--- src/rtl/mem_dualrail_if.sv ---
// Dual-rail memory request/response bundle.
// master drives requests, slave is the memory.
interface mem_dualrail_if #(
  parameter int DATA_W = 8,
  parameter int ADDR_W = 4
);
  logic [2*ADDR_W-1:0] addr_dr;
  logic [2*DATA_W-1:0] data_in_dr;
  logic [1:0]          op_dr;
  logic                ack_in_read;
  logic [2*DATA_W-1:0] data_out_dr;
  logic                ack_read;
  logic                ack_write;
  logic                err;

  modport master (
    output addr_dr, data_in_dr, op_dr,
    output ack_in_read,
    input  data_out_dr, ack_read,
    input  ack_write, err
  );

  modport slave (
    input  addr_dr, data_in_dr, op_dr,
    input  ack_in_read,
    output data_out_dr, ack_read,
    output ack_write, err
  );
endinterface

--- src/rtl/mem_dualrail_sync.sv ---
// Clocked DEPTH x DATA_W memory behind a
// four-phase return-to-zero dual-rail interface.
module mem_dualrail_sync #(
  parameter int DATA_W = 8,
  parameter int ADDR_W = 4,
  parameter int DEPTH  = 2**ADDR_W
) (
  input logic           clk,
  input logic           rst,
  mem_dualrail_if.slave bus
);
  typedef enum logic [2:0] {
    IDLE, WR_ACK, RD_VALID, RD_RTZ, ERR
  } state_e;

  localparam bit CHK = DEPTH < 2**ADDR_W;
  localparam logic [ADDR_W:0] LIM =
    (ADDR_W+1)'(DEPTH);

  state_e state_q, state_d;

  logic [1:0]          op_q;
  logic [2*ADDR_W-1:0] addr_q;
  logic [2*DATA_W-1:0] data_q;
  logic                ack_in_q;

  logic [DATA_W-1:0]   mem_q [DEPTH];
  logic [2*DATA_W-1:0] dout_q, dout_d;
  logic [2*DATA_W-1:0] enc;
  logic                ack_rd_q, ack_wr_q, err_q;

  logic [ADDR_W-1:0] addr_v;
  logic [DATA_W-1:0] wdata;
  logic addr_cmp, addr_ill;
  logic data_cmp, data_ill;
  logic op_cmp, op_ill, op_wr, op_rd;
  logic all_null, oor, we;

  always_comb begin
    addr_cmp = 1'b1;
    addr_ill = 1'b0;
    addr_v   = '0;
    for (int i = 0; i < ADDR_W; i++) begin
      addr_v[i] = addr_q[2*i+1];
      addr_cmp &= addr_q[2*i+1] ^ addr_q[2*i];
      addr_ill |= &addr_q[2*i +: 2];
    end
  end

  always_comb begin
    data_cmp = 1'b1;
    data_ill = 1'b0;
    wdata    = '0;
    for (int i = 0; i < DATA_W; i++) begin
      wdata[i] = data_q[2*i+1];
      data_cmp &= data_q[2*i+1] ^ data_q[2*i];
      data_ill |= &data_q[2*i +: 2];
    end
  end

  // Read word re-encoded as {b, ~b} per pair.
  always_comb begin
    enc = '0;
    for (int i = 0; i < DATA_W; i++) begin
      enc[2*i+1] = mem_q[addr_v][i];
      enc[2*i]   = ~mem_q[addr_v][i];
    end
  end

  assign op_cmp   = ^op_q;
  assign op_ill   = &op_q;
  assign op_wr    = op_q == 2'b10;
  assign op_rd    = op_q == 2'b01;
  assign all_null = ~|op_q && ~|addr_q
                 && ~|data_q;
  assign oor      = CHK
                 && ({1'b0, addr_v} >= LIM);

  always_comb begin
    state_d = state_q;
    dout_d  = dout_q;
    we      = 1'b0;
    unique case (state_q)
      IDLE: begin
        if (op_ill || addr_ill ||
            (op_wr && data_ill)) begin
          state_d = ERR;
        end else if (op_cmp && addr_cmp
                     && oor) begin
          state_d = ERR;
        end else if (op_wr && addr_cmp
                     && data_cmp) begin
          we      = 1'b1;
          state_d = WR_ACK;
        end else if (op_rd && addr_cmp) begin
          dout_d  = enc;
          state_d = RD_VALID;
        end
      end
      WR_ACK: begin
        if (all_null) state_d = IDLE;
      end
      RD_VALID: begin
        if (ack_in_q && all_null) begin
          dout_d  = '0;
          state_d = RD_RTZ;
        end
      end
      RD_RTZ: begin
        if (!ack_in_q) state_d = IDLE;
      end
      ERR: begin
        if (all_null) state_d = IDLE;
      end
      default: state_d = IDLE;
    endcase
  end

  always_ff @(posedge clk) begin
    if (rst) begin
      state_q  <= IDLE;
      op_q     <= '0;
      addr_q   <= '0;
      data_q   <= '0;
      ack_in_q <= 1'b0;
      dout_q   <= '0;
      ack_rd_q <= 1'b0;
      ack_wr_q <= 1'b0;
      err_q    <= 1'b0;
      for (int i = 0; i < DEPTH; i++)
        mem_q[i] <= '0;
    end else begin
      state_q  <= state_d;
      op_q     <= bus.op_dr;
      addr_q   <= bus.addr_dr;
      data_q   <= bus.data_in_dr;
      ack_in_q <= bus.ack_in_read;
      dout_q   <= dout_d;
      ack_rd_q <= state_d == RD_VALID;
      ack_wr_q <= state_d == WR_ACK;
      err_q    <= state_d == ERR;
      if (we) mem_q[addr_v] <= wdata;
    end
  end

  assign bus.data_out_dr = dout_q;
  assign bus.ack_read    = ack_rd_q;
  assign bus.ack_write   = ack_wr_q;
  assign bus.err         = err_q;
endmodule

--- src/flat_wrapper.sv ---
// flat-port wrapper written by rule: the top's interface ports become plain ports
module mem_dualrail_sync_flat 
#(
  parameter int DATA_W = 8,
  parameter int ADDR_W = 4,
  parameter int DEPTH  = 2**ADDR_W
)
  (clk, rst, bus_addr_dr, bus_data_in_dr, bus_op_dr, bus_ack_in_read, bus_data_out_dr, bus_ack_read, bus_ack_write, bus_err);
  mem_dualrail_if #(.DATA_W(DATA_W), .ADDR_W(ADDR_W)) bus_i ();
  input logic clk;
  input logic rst;
  input wire logic [$bits(bus_i.addr_dr)-1:0] bus_addr_dr;
  input wire logic [$bits(bus_i.data_in_dr)-1:0] bus_data_in_dr;
  input wire logic [$bits(bus_i.op_dr)-1:0] bus_op_dr;
  input wire logic [$bits(bus_i.ack_in_read)-1:0] bus_ack_in_read;
  output wire logic [$bits(bus_i.data_out_dr)-1:0] bus_data_out_dr;
  output wire logic [$bits(bus_i.ack_read)-1:0] bus_ack_read;
  output wire logic [$bits(bus_i.ack_write)-1:0] bus_ack_write;
  output wire logic [$bits(bus_i.err)-1:0] bus_err;
  assign bus_i.addr_dr = bus_addr_dr;
  assign bus_i.data_in_dr = bus_data_in_dr;
  assign bus_i.op_dr = bus_op_dr;
  assign bus_i.ack_in_read = bus_ack_in_read;
  assign bus_data_out_dr = bus_i.data_out_dr;
  assign bus_ack_read = bus_i.ack_read;
  assign bus_ack_write = bus_i.ack_write;
  assign bus_err = bus_i.err;
  mem_dualrail_sync #(.DATA_W(DATA_W), .ADDR_W(ADDR_W), .DEPTH(DEPTH)) u_core (.clk(clk), .rst(rst), .bus(bus_i));
endmodule
--- config.mk ---
export PLATFORM = sky130hd
export DESIGN_NAME = mem_dualrail_sync_flat
export DESIGN_NICKNAME = d
export VERILOG_FILES = /design/src/rtl/mem_dualrail_if.sv /design/src/rtl/mem_dualrail_sync.sv /design/src/flat_wrapper.sv
export SDC_FILE = /design/constraint.sdc
export NUM_CORES = 1
export LEC_CHECK = 0
export BUFFER_PORTS_ARGS = -buffer_cell sky130_fd_sc_hd__buf_2
export CAP_MARGIN = 20
export CORE_ASPECT_RATIO = 1.5
export CORE_MARGIN = 2
export CORE_UTILIZATION = 30
export DETAILED_ROUTE_END_ITERATION = 10
export HOLD_SLACK_MARGIN = 0.12
export SYNTH_ARGS = -nofsm -noshare
export SYNTH_HDL_FRONTEND = slang
export SYNTH_SLANG_ARGS = --single-unit
--- constraint.sdc ---
create_clock -name clk -period 4.94 [get_ports clk]
set_input_delay 1.482 -clock clk [delete_from_list [all_inputs] [get_ports clk]]
set_output_delay 1.482 -clock clk [all_outputs]
set_load 0.005 [all_outputs]
### Word-level counts from Yosys, hierarchy flattened

Memory sizes are Yosys's and may differ from the RTL's. A register that Yosys moved wholly into a read port is not among the register bits.
Index checks and enable logic that the tools add are counted.

* eq/ne operators: 13
* multiplexer cells: 24
* bitwise gates (word level): 40
* reductions and logical operators: 33

Operators with widths (count)
* 16-bit 2-to-1 mux: 4
* 16-bit one-hot mux with 2 select lines: 1
* 2-bit AND reduction: 13
* 3-bit 2-to-1 mux: 6
* 16-bit OR reduction: 1
* 8-bit OR reduction: 2
* 3-bit one-hot mux with 4 select lines: 1
* 1-bit XOR: 12
* 1-bit bitwise AND: 10
* 1-bit OR: 10
* 3-bit by 2-bit equality test with 1-bit output, second input constant: 3
* 1-bit 2-to-1 mux: 9
* 4-bit 2-to-1 mux: 2
* 8-bit 2-to-1 mux: 1
* 1-bit NOT: 8
* 1-bit logical AND: 7
* 3-bit by 1-bit equality test with 1-bit output, second input constant: 2
* 3-bit equality test, second input constant: 2
* 5-bit AND reduction: 1
* 2-bit by 1-bit != test with 1-bit output, second input constant: 2
* 2-bit != test, second input constant: 2
* 2-bit OR reduction: 2
* 1-bit logical NOT: 3
* 3-bit logical NOT: 1
* other kinds (4): 5

* flip-flop bits (word level): 49
* RAM bits: 128
* input port bits: 29
* output and inout bits: 19
* word-level logic and storage cells: 120
* memories kept: 1

Memories
* u_core.mem_q: depth 16, width 8, read ports 1, clocked after memory_dff 1, wr ports 16, line mem_dualrail_sync.sv:27 `logic [DATA_W-1:0] mem_q [DEPTH];`

### Depth between registers and ports, before layout

* depth in word-level cells: 17
* gate-level depth with buffers: 12
* mapped depth without buffers: 6

### Least setup slack after synthesis

OpenSTA, ideal clock, no wires.

* kind: register to register
* start: reg u_core.addr_q[1]
* end: mem u_core.mem_q[10][0], enable pin
* setup time: 0.384 ns
* arrival: 2.961 ns
* setup slack: 1.595 ns
* cell stages (with the launch flop): 12
* path buffers: 6
* clock period less this slack: 3.345 ns
* cell sequence: dfxtp_1 -> buf_6 -> buf_4 -> buf_4 -> buf_4 -> inv_1 -> ha_1 -> nand4_1 -> a2111o_1 -> buf_6 -> buf_6 -> o21ai_0

RTL lines
* start, declared: line mem_dualrail_sync.sv:23 `logic [2*ADDR_W-1:0] addr_q;`
* start signal, assigned: line mem_dualrail_sync.sv:135 `addr_q <= bus.addr_dr;`
* end, declared: line mem_dualrail_sync.sv:27

==> impl_metrics.env <==
export IMPL_status="complete, no violations"
export IMPL_num_fill_cells=2765
export IMPL_netSwitchingFraction_pct=23.07
export IMPL_routabilityCongestion=0.8900
export IMPL_yosysMostFrequentCell="edfxtp_1"
export IMPL_p_leak_nw=3.221
export IMPL_die_y_um=210.5
export IMPL_postSynth_asyncResetShare_pct=0
export IMPL_dp_hpwl_um=17480
export IMPL_worstMarginPinSlew_ps=1081
export IMPL_synth_adder_area_share_pct=3.523
export IMPL_critPathLaunchType="flop"
export IMPL_dp_cells=1044
export IMPL_postRouteAntennaNets=0
export IMPL_cp_common_cell="buf_4"
export IMPL_synth_distinct_cells=44
export IMPL_core_area_um2=27960
export IMPL_period_minus_slack_ps=3732
export IMPL_cts_repair_resized=0
export IMPL_clkSinkCount=177
export IMPL_min_path_type="reg -> reg"
export IMPL_synth_avg_cell_area_um2=12.27
export IMPL_cp_top_family="compound AO/OA/AOI/OAI gates"
export IMPL_synthMuxAreaShare_pct=9.394
export IMPL_peakVddDrop_mv=0.2520
export IMPL_grt_total_usage_pct=16.98
export IMPL_holdBufCountCts=0
export IMPL_arrival_ps=3790
export IMPL_start_util_pct=30.48
export IMPL_yosysWarnings=0
export IMPL_grt_max_degree=55
export IMPL_num_vias=5879
export IMPL_rsz0062_at_grt="no"
export IMPL_finalNetCount=770
export IMPL_synthSimpleGateAreaFrac_pct=18.98
export IMPL_maxCapViolCount=0
export IMPL_clk_pin_slew_ps=70
export IMPL_antenna_found_initial=0
export IMPL_dp_worst_setup_slack_ps=1278
export IMPL_die_w_um=141.6
export IMPL_io_buffer_count=47
export IMPL_syn_nets=748
export IMPL_yosys_top_cells_area="edfxtp_1, dfxtp_1, nor3_1"
export IMPL_crit_type="reg -> reg"
export IMPL_met2_usage_pct=30.31
export IMPL_finalCritPeriodShare_pct=75.55
export IMPL_synth_area_um2=8524
export IMPL_grt_pass1_vias=6065
export IMPL_p_int_w=0.002517
export IMPL_required_ps=5000
export IMPL_critPathSlowestCell="o21ai_1"
export IMPL_pwr_share_clk_pct=41.5
export IMPL_syn_inst=695
export IMPL_rows=75
export IMPL_seq_power_share_pct=50.8
export IMPL_setup_slack_ps=1208
export IMPL_cts_setup_buffers=0
export IMPL_synth_edf_count=128
export IMPL_comb_power_share_pct=7.7
export IMPL_synth_seq_cells=177
export IMPL_cts_tree="built"
export IMPL_path_buf_inv=3
export IMPL_cts_buffer_depth=2
export IMPL_power_density_nw_per_um2=343.9
export IMPL_cts_buffers=17
export IMPL_post_drt_via_cell_ratio=5.464
export IMPL_synth_compound_area_share_pct=5.431
export IMPL_syn_to_final_growth_pct=11.60
export IMPL_cts_htree_levels=4
export IMPL_endpoint_kind="flop"
export IMPL_synth_commonest_cells="edfxtp_1, nor3_1, nand2_1"
export IMPL_dieArea_um2=29810
export IMPL_met3_usage_pct=3.748
export IMPL_synth_top_area_share_pct=45.09
export IMPL_grt_overflow=0
export IMPL_p_sw_w=0.0007547
export IMPL_grt_first_pass_wirelength_um=36650
export IMPL_dr_pass1_iters=5
export IMPL_wire_per_inst_um=22.86
export IMPL_finalPower_w=0.003271
export IMPL_timing_fmax_ghz=0.2679
export IMPL_drv_slew=0
export IMPL_clock_skew_ps=10.06
export IMPL_ys_seq_area_share_pct=56.60
export IMPL_setup_tns_ps=0
export IMPL_drc=0
export IMPL_diodes=0
export IMPL_slew_headroom_pct=27.17
export IMPL_synth_xor_area_share_pct=0
export IMPL_use_met1_pct=17.29
export IMPL_clkLatencyLatePin_ps=440
export IMPL_setup_viol=0
export IMPL_boundaryPins=48
export IMPL_yosysTopAreaCell="edfxtp_1"
export IMPL_clockRootBuffer="clkbuf_16"
export IMPL_synth_flop_cell="edfxtp_1"
export IMPL_routed_wl_um=24600
export IMPL_crit_fanout=54
export IMPL_drive_gt1_share_pct=18.63
export IMPL_synth_top_family_by_area="simple AND/OR/NAND/NOR gates"
export IMPL_crit_chain="buf_4 -> inv_1 -> ha_1 -> and2_1 -> nand4_1 -> a2111o_2 -> buf_4 -> o21ai_1"
export IMPL_final_cells=1076
export IMPL_top_usage_layer="met2"
export IMPL_finalHoldViolCount=0
export IMPL_worst_path_largest_cell_delay_ps=690
export IMPL_drt_iter0_markers=542
[cell families (layout without fill, tap and decap cells)]
group / after synthesis / in the layout
adders and majority gates: 24 / 24
and+or+nand+nor: 300 / 300
muxes: 49 / 49
buffers and inverters: 90 / 125
DFF: 177 / 177
AOI/OAI and AO/OA: 55 / 55
[power groups by stage]
stage	sequential, W	combinational (W)	clock [W]
global placement	0.00169	0.000249	0
global route	0.00167	0.000269	0.00143
CTS	0.00166	0.000252	0.00137
detailed placement	0.00169	0.000250	0
floorplan	0.00168	0.000162	0
finish	0.00166	0.000252	0.00136
[layer usage]
layer  share of wire [%]  routed length (um)
met1                  35                8506
met2                  53               12990
met3                 5.6                1373
met4                 7.0                1730
met5                   0                   0
[final timing paths]
path | start | endpoint | slack (ps) | cells past startpoint
setup / recovery | u_core.addr_q[5]$_SDFF_PP0_ | u_core.mem_q[8][0]$_SDFFCE_PN0P_ | 1210 | 8
hold / removal | u_core.bus.data_out_dr[5]$_SDFFE_PP0P_ | u_core.bus.data_out_dr[5]$_SDFFE_PP0P_ | 500 | 2
setup reg to reg | u_core.addr_q[5]$_SDFF_PP0_ | u_core.mem_q[8][0]$_SDFFCE_PN0P_ | 1210 | 8
hold reg to reg | u_core.bus.data_out_dr[5]$_SDFFE_PP0P_ | u_core.bus.data_out_dr[5]$_SDFFE_PP0P_ | 500 | 2
[cells in the final DEF (no fill, tap or decap), types with 8 or more instances in the layout]
master     Yosys  routed
nor3_1       127     127
o21ai_1        8       8
buf_2          3      47
mux4_2        24      24
o2111ai_1     16      16
nor2b_1       28      28
nor2_1        17      17
inv_1         27      27
nand4_1       21      21
dfxtp_1       49      48
buf_4          3      18
mux2i_1       17      17
mux2_2         8       8
ha_1          24      24
edfxtp_1     128     128
or4b_1         8       8
nand2_1       52      52
clkbuf_16      0      19
nand3_1       19      19
[worst register-to-register path: stages, from the launching register on]
cell and delay (ps):
dfxtp_1 310, buf_4 250, inv_1 320, ha_1 420, and2_1 140, nand4_1 110, a2111o_2 680, buf_4 410
o21ai_1 710
[registers in the layout, indices dropped and copies added (netlist names)]
register                count
u_core.addr_q               8
u_core.state_q              3
u_core.bus.ack_read         1
u_core.bus.data_out_dr     16
u_core.ack_in_q             1
u_core.op_q                 2
u_core.data_q              16
u_core.mem_q              128
u_core.bus.err              1
u_core.bus.ack_write        1
[metrics by stage]
| stage | hold WS [ps] | cell area [um^2] | util, % |
|---|---|---|---|
| 2_1_floorplan | 504.4 | 8524 | - |
| 3_3_place_gp | 497.7 | 8917 | 31.89 |
| 3_5_place_dp | 499.0 | 8917 | 31.89 |
| 4_1_cts | 508.0 | 9513 | 34.02 |
| 5_1_grt | 536.3 | 9513 | 34.02 |
| 6_report | 504.6 | 9513 | 34.02 |
[cell type report]
type / count / area [um^2] / share of cell area (%)
clock buffer: 25 / 528.0 / 5.550
clock inverter: 7 / 67.56 / 0.7102
inverter: 28 / 105.1 / 1.105
multi-input combinational: 428 / 3183 / 33.46
sequential: 177 / 4826 / 50.73
tap: 346 / 432.9 / 4.551
timing repair buffer: 65 / 370.4 / 3.893
(Power assumes the default switching activity.)
